==> src/rtl/ram_ctrl_pkg.sv <==
// Shared types and default widths for the burst RAM controller.
// Holds the controller FSM state enum and width defaults.
package ram_ctrl_pkg;

  localparam int DEF_DATA_W = 16;
  localparam int DEF_ADDR_W = 10;
  localparam int DEF_LEN_W  = 8;

  typedef enum logic [1:0] {
    IDLE,
    WRITE,
    READ,
    CLEAR
  } state_e;

endpackage

==> src/rtl/ram_rd_stage.sv <==
// Read output register: holds one beat until the consumer takes it.
// Ports: clk_i/rst_ni, load_req_i, data_i in; load_o, rd_valid_o/rd_data_o out.
module ram_rd_stage
  import ram_ctrl_pkg::*;
#(
  parameter int DW = DEF_DATA_W
) (
  input  logic          clk_i,
  input  logic          rst_ni,
  input  logic          load_req_i,
  input  logic [DW-1:0] data_i,
  input  logic          rd_ready_i,
  output logic          load_o,
  output logic          rd_valid_o,
  output logic [DW-1:0] rd_data_o
);

  logic          valid_q, valid_d;
  logic [DW-1:0] data_q, data_d;

  // Slot is free when empty or being drained this cycle.
  assign load_o = load_req_i && (!valid_q || rd_ready_i);

  always_comb begin
    valid_d = valid_q;
    data_d  = data_q;
    if (load_o) begin
      valid_d = 1'b1;
      data_d  = data_i;
    end else if (rd_ready_i) begin
      valid_d = 1'b0;
    end
  end

  always_ff @(posedge clk_i or negedge rst_ni) begin
    if (!rst_ni) begin
      valid_q <= 1'b0;
      data_q  <= '0;
    end else begin
      valid_q <= valid_d;
      data_q  <= data_d;
    end
  end

  assign rd_valid_o = valid_q;
  assign rd_data_o  = data_q;

endmodule

==> src/rtl/ram_burst_ctrl.sv <==
// Burst read/write controller for a single-port async-read RAM.
// Ports: Cmd* command channel, Wr* write data, Rd* read data, Ram* RAM side,
// Busy status. Macro RAM_BURST_CTRL_CLEAR_EN zero-fills the RAM after reset.
module ram_burst_ctrl
  import ram_ctrl_pkg::*;
#(
  parameter int DATA_WIDTH    = DEF_DATA_W,
  parameter int ADDRESS_WIDTH = DEF_ADDR_W,
  parameter int LEN_WIDTH     = DEF_LEN_W
) (
  input  logic                     Clk,
  input  logic                     Rst_n,
  input  logic                     CmdValid,
  output logic                     CmdReady,
  input  logic                     CmdWrite,
  input  logic [ADDRESS_WIDTH-1:0] CmdAddr,
  input  logic [LEN_WIDTH-1:0]     CmdLen,
  input  logic                     WrValid,
  output logic                     WrReady,
  input  logic [DATA_WIDTH-1:0]    WrData,
  output logic                     RdValid,
  input  logic                     RdReady,
  output logic [DATA_WIDTH-1:0]    RdData,
  output logic                     Busy,
  output logic                     RamWrEn,
  output logic [ADDRESS_WIDTH-1:0] RamAddr,
  output logic [DATA_WIDTH-1:0]    RamDataIn,
  input  logic [DATA_WIDTH-1:0]    RamDataOut
);

`ifdef RAM_BURST_CTRL_CLEAR_EN
  localparam state_e RST_STATE = CLEAR;
`else
  localparam state_e RST_STATE = IDLE;
`endif

  state_e                   state_q, state_d;
  logic [ADDRESS_WIDTH-1:0] addr_q, addr_d;
  logic [LEN_WIDTH-1:0]     beats_q, beats_d;
  logic                     rd_load;

  ram_rd_stage #(
    .DW(DATA_WIDTH)
  ) u_rd (
    .clk_i     (Clk),
    .rst_ni    (Rst_n),
    .load_req_i(state_q == READ),
    .data_i    (RamDataOut),
    .rd_ready_i(RdReady),
    .load_o    (rd_load),
    .rd_valid_o(RdValid),
    .rd_data_o (RdData)
  );

  always_comb begin
    state_d   = state_q;
    addr_d    = addr_q;
    beats_d   = beats_q;
    CmdReady  = 1'b0;
    WrReady   = 1'b0;
    RamWrEn   = 1'b0;
    RamDataIn = '0;
    unique case (state_q)
      IDLE: begin
        CmdReady = 1'b1;
        if (CmdValid) begin
          addr_d  = CmdAddr;
          beats_d = CmdLen;
          state_d = CmdWrite ? WRITE : READ;
        end
      end
      WRITE: begin
        WrReady   = 1'b1;
        RamWrEn   = WrValid;
        RamDataIn = WrData;
        if (WrValid) begin
          addr_d  = addr_q + 1'b1;
          beats_d = beats_q - 1'b1;
          if (beats_q == '0) state_d = IDLE;
        end
      end
      READ: begin
        if (rd_load) begin
          addr_d  = addr_q + 1'b1;
          beats_d = beats_q - 1'b1;
          if (beats_q == '0) state_d = IDLE;
        end
      end
`ifdef RAM_BURST_CTRL_CLEAR_EN
      CLEAR: begin
        RamWrEn = 1'b1;
        addr_d  = addr_q + 1'b1;
        // Last address written; counter wraps back to 0.
        if (&addr_q) state_d = IDLE;
      end
`endif
      default: state_d = IDLE;
    endcase
  end

  always_ff @(posedge Clk or negedge Rst_n) begin
    if (!Rst_n) begin
      state_q <= RST_STATE;
      addr_q  <= '0;
      beats_q <= '0;
    end else begin
      state_q <= state_d;
      addr_q  <= addr_d;
      beats_q <= beats_d;
    end
  end

  assign Busy    = (state_q != IDLE);
  assign RamAddr = addr_q;

endmodule

==> config.mk <==
export PLATFORM = sky130hd
export DESIGN_NAME = ram_burst_ctrl
export DESIGN_NICKNAME = d
export VERILOG_FILES = /design/src/rtl/ram_ctrl_pkg.sv /design/src/rtl/ram_rd_stage.sv /design/src/rtl/ram_burst_ctrl.sv
export SDC_FILE = /design/constraint.sdc
export NUM_CORES = 1
export LEC_CHECK = 0
export BUFFER_PORTS_ARGS = -buffer_cell sky130_fd_sc_hd__buf_2
export CAP_MARGIN = 30
export CORE_MARGIN = 4
export CORE_UTILIZATION = 50
export DETAILED_ROUTE_END_ITERATION = 6
export PLACE_DENSITY = 0.85
export RECOVER_POWER = 100
export SYNTH_ARGS = -nofsm -noshare
export SYNTH_HDL_FRONTEND = slang
export SYNTH_HIERARCHICAL = 1
export SYNTH_SLANG_ARGS = --single-unit
==> constraint.sdc <==
create_clock -name Clk -period 4.8 [get_ports Clk]
set_input_delay 0.96 -clock Clk [delete_from_list [all_inputs] [get_ports Clk]]
set_output_delay 0.96 -clock Clk [all_outputs]
set_load 0.01 [all_outputs]
# Word-level counts from Yosys, hierarchy flattened
# Index checks and enable logic that the tools add are counted.
# W data, S select, Z words.
[classes] multipliers=0 muxes=20 div=0 bitwise_logic=0 reduce_logical=10 shifts=0 order_cmp=0 eq_ne=5 addsub=2
[op_table] op="$mux W10" n=3
[op_table] op="$pmux W10 S3" n=1
[op_table] op="$mux W8" n=3
[op_table] op="$pmux W8 S3" n=1
[op_table] op="$mux W16" n=1
[op_table] op="$add A10 B1 Y10 const B" n=1
[op_table] op="$mux W2" n=5
[op_table] op="$logic_not A8 Y1" n=1
[op_table] op="$sub A8 B1 Y8 const B" n=1
[op_table] op="$ne A2 B2 Y1 const B" n=3
[op_table] op="$pmux W2 S3" n=1
[op_table] op="$mux W1" n=5
[op_table] op="$reduce_and A4 Y1" n=1
[op_table] op="$reduce_bool A2 Y1" n=2
[op_table] op="$reduce_and A3 Y1" n=1
[op_table] op="$reduce_bool A3 Y1" n=1
[op_table] op="$eq A2 B1 Y1 const B" n=1
[op_table] op="$eq A2 B2 Y1 const B" n=1
[op_table] op="$logic_not A2 Y1" n=1
[op_table] op="$logic_and A1 B1 Y1" n=1
[op_table] op="$logic_not A1 Y1" n=1
[op_table] op="$logic_or A1 B1 Y1" n=1
[word_totals] regBits=37 elab_cells=42 ramBits=0 latch_bits=0 out_inout_bits=47 memories=0 romBits=0 inputBits=56

# Depth between registers and ports, before layout
[depth] depth_word=5 depth_mapped=11 ltp_nobuf=8

# Hierarchy
# Netlist, hierarchy kept.
[modules_own_cells] mod="ram_burst_ctrl" instances=1 seq_area_each_um2=500.5 area_per_inst_um2=1505.2 cells_per_inst=181
[modules_own_cells] mod="ram_rd_stage" instances=1 seq_area_each_um2=425.4 area_per_inst_um2=695.7 cells_per_inst=38

# Worst setup path after synthesis
# OpenSTA, ideal clock, no wires.
[synth_timing] kind="input port to flip-flop" from="input RdReady" to="register addr_q[7] (netlist: RamAddr[7])" setup_slack_ns=2.211 n_path_buf=3 t_required_ns=4.674 setup_time_ns=0.126 cell_stages=10 arrival_ns=2.464 cell_sequence="nand2b_4 nand2_4 buf_12 inv_1 nor2b_1 or4_4 buf_6 buf_8 nor4_4 nor3_1"
[synth_between] elab_chain_len=4
[synth_lines] item="from (decl)" line_no="ram_burst_ctrl.sv:22" text="input logic RdReady,"
[synth_lines] item="$logic_or A1 B1 Y1" line_no="ram_rd_stage.sv:22" text="assign load_o = load_req_i && (!valid_q || rd_ready_i);"
[synth_lines] item="$logic_and A1 B1 Y1" line_no="ram_rd_stage.sv:22"
[synth_lines] item="net rd_load" line_no="ram_burst_ctrl.sv:40" text="logic rd_load;"
[synth_lines] item="$ne A2 B2 Y1 (no source line)"
[synth_lines] item="$reduce_and A4 Y1 (no source line)"
[synth_lines] item="to (signal assigned)" line_no="ram_burst_ctrl.sv:108" text="addr_q <= addr_d;"
[synth_lines] item="to (decl)" line_no="ram_burst_ctrl.sv:38" text="logic [ADDRESS_WIDTH-1:0] addr_q, addr_d;"
# The timed path passes the listed nets, and every way through them passes these cells.
# A chain may end at the register's enable or synchronous reset.

# Final worst setup path
[layout_timing] from="input RdReady" to="register beats_q[2]"
[layout_between] elab_chain_len=4
[layout_lines] item="$logic_or A1 B1 Y1" line_no="ram_rd_stage.sv:22"
[layout_lines] item="$logic_and A1 B1 Y1" line_no="ram_rd_stage.sv:22"
[layout_lines] item="net rd_load" line_no="ram_burst_ctrl.sv:40"
[layout_lines] item="$ne A2 B2 Y1 (no source line)"
[layout_lines] item="$reduce_and A4 Y1 (no source line)"
[layout_lines] item="to (signal assigned)" line_no="ram_burst_ctrl.sv:109" text="beats_q <= beats_d;"
[layout_lines] item="to (decl)" line_no="ram_burst_ctrl.sv:39" text="logic [LEN_WIDTH-1:0] beats_q, beats_d;"
# The timed path passes the listed nets, and every way through them passes these cells.

==> results.cfg <==
[finish]
final_cell_mix = buf_2 (57), clkbuf_1 (46), dfrtp_1 (37)
layout_commonest_cell = buf_2
fill_cells = 369
drive_gt1_share_pct = 25.31
fin_cells = 370
syn_to_final_growth_pct = 21.94
antenna_cells = 0
nNetsFinal = 382

[drt]
wl_um = 5191
ant_nets = 0
drt-wirelength-per-cell_um = 14.03
drt_iter0_markers = 111
vias = 1970
viasPerCell = 5.324
firstDrtPassIters = 4
drc = 0

[logic_synthesis]
synth_edf_count = 0
synth-seq-cells = 37
syn_inst = 219
synth_fp_nets = 282
yosys-top-cells-area = dfrtp_1 (42%), mux2_4 (6.1%), and2_1 (4.8%)
async_flop_share_pct = 100.0
synth_cell_type_count = 43
ys_seq_area_share_pct = 42.07
synth_top_area_share_pct = 42.07
synth-main-ff-cell = dfrtp_1
avgSynthCellArea_um2 = 10.05
netlist_area_um2 = 2201
yosys.area.top_type = dfrtp_1
ys_warn_count = 6

[power]
power_density_nw_per_um2 = 683.6
cellLeakagePower_uw = 0.001224
power.total_uw = 1835
peakVddDrop_mv = 0.3416

[setup_path]
startpoint_type = input pin
r2r_slack_ns = 1.44
required_ns = 4.98
max_stage_delay_ns = 1.19
crit_chain = buf_2 -> nand2b_1 -> nand2_1 -> inv_1 -> nor2b_1 -> nor4_1 -> buf_4 -> nor2_1 -> a211oi_1
cp_top_family = simple AND/OR/NAND/NOR gates
criticalPathCategory = input pin to flop
cp.arrival_ns = 3.65
critical_path_buf_inv_count = 3
critPathMaxFanout = 17
crit_path_end_kind = flop
slowest_stage = nor4_1

[sta]
hold_viol = 0
finalSetupViolCount = 0
worstMarginPinSlew_ns = 1.870
rsz0062_at_grt = no
setup_slack_ns = 1.324
fin_crit_ns = 3.476
fmax_mhz = 287.7
setup_tns_ns = 0
finalClockSkew_ns = 0.004265
finalCritPeriodShare_pct = 72.42
slew_violations = 50
max-slew-margin-rel_pct = -24.69

[placement]
hpwl_um = 3912
dp_cells = 362
portBuffers = 102
place.gp.congestion = 0.7779
post-place-ws_ns = 1.816

[die]
start_util_pct = 53.48
ios = 103
rows = 23
dieHeight_um = 74.35
die_w_um = 74.35
dieArea_um2 = 5527
fp.coreArea_um2 = 4115

[clock_network]
clockRootBuffer = clkbuf_8
post_cts_resized = 0
cts_setup_buffers = 0
clk_latency_ns = 0.28
clk_pin_slew_worst_paths_ns = 0.07
cts_max_path_buffers = 2
postCtsHoldBufs = 0
cts_tree = yes
cts_made_buffers = 5
h-tree-depth = 2
cts_sinks = 37

[global_routing]
grt_use_total_pct = 19.31
grt_pass1_vias = 1815
grt_overflow = 0
grt_pass1_wl_um = 8307
grt_max_degree = 39
grt_antenna_before_repair = 0

[run]
drv_cap = 2

[worst_hold_path]
hold_class = flop to flop

[run_status]
status = finished with violations
violations = max-capacitance violations, max-slew violations
[power breakdown]
group / switching, µW / internal, µW / total, µW
clock: 99.7 / 100 / 200
sequential: 156 / 480 / 636
combinational: 588 / 411 / 999
total: 844 / 991 / 1830
[area by class of cell]
class / instances / area, µm² / area share (%)
tap: 50 / 62.56 / 2.331
inverter: 9 / 33.78 / 1.259
sequential: 37 / 925.9 / 34.50
clock inverter: 2 / 10.01 / 0.3730
multi-input combinational: 162 / 1110 / 41.35
clock buffer: 6 / 72.57 / 2.704
timing repair buffer: 104 / 469.2 / 17.48
[worst reg2reg max path, stage by stage, from the launching register on]
cell	delay, ns
dfrtp_1	0.41
inv_1	0.12
ha_1	0.20
nand2_1	0.43
inv_1	0.16
nor2b_1	0.08
nor4_1	1.19
buf_4	0.37
nor2_1	0.06
a211oi_1	0.23
[through the flow]
step                hold slack [ns]  cell area [µm²]  utilization [%]
finish                       0.5056             2684            65.22
global route                 0.5070             2684            65.22
CTS                          0.5048             2795            67.92
detailed placement           0.4891             2713            65.92
global placement             0.4827             2713            65.92
floorplan                    0.4857             2201                -
[logic make-up after synthesis]
kind of cell,after synthesis,synth area share [%]
compound gates,33,10.01
fa+ha+maj,7,3.979
buf+inv,20,5.003
flops,37,42.07
mux,20,11.54
simple gates,102,27.40
[layer usage]
metal	routed length [µm]	track usage [%]	share of wire [%]
met2	2527	33.96	49
met3	499	4.595	9.6
met5	0	0	0
met4	53	5.138	1.0
met1	2111	23.88	41
[registers in the layout, indices dropped and copies added, names as in the netlist]
| name | count |
|---|---|
| RamAddr | 10 |
| state_q | 2 |
| u_rd/rd_valid_o | 1 |
| beats_q | 8 |
| u_rd/rd_data_o | 16 |
[Yosys cell counts (2+ instances only)]
cell type and instances:
or2_2 3, and2_1 17, and4_1 3, ha_1 7, nor3_1 21, nand4_1 5
nor2_1 13, o211ai_1 2, nand2b_1 4, o22ai_1 3, nor2b_1 5, a21oi_1 2
nand2_1 14, nand4b_1 2, mux2_2 7, dfrtp_1 37, clkbuf_1 8, mux2_4 9
inv_1 9, mux2i_1 4, a211oi_1 7, o21ai_0 13, nand3_1 4
[path summary, 6_finish.rpt]
path,cells past startpoint,end,from
setup / recovery,9,beats_q[2]$_DFFE_PN0P_,RdReady
hold / removal,1,u_rd/rd_data_o[5]$_DFFE_PN0P_,u_rd/rd_data_o[5]$_DFFE_PN0P_
setup reg to reg,9,beats_q[2]$_DFFE_PN0P_,state_q[0]$_DFFE_PN0P_
hold reg to reg,1,u_rd/rd_data_o[5]$_DFFE_PN0P_,u_rd/rd_data_o[5]$_DFFE_PN0P_
max in group asynchronous,1,RamAddr[1]$_DFFE_PN0P_,Rst_n
min in group asynchronous,1,u_rd/rd_data_o[15]$_DFFE_PN0P_,Rst_n
Power figures use the tool's default switching activity.
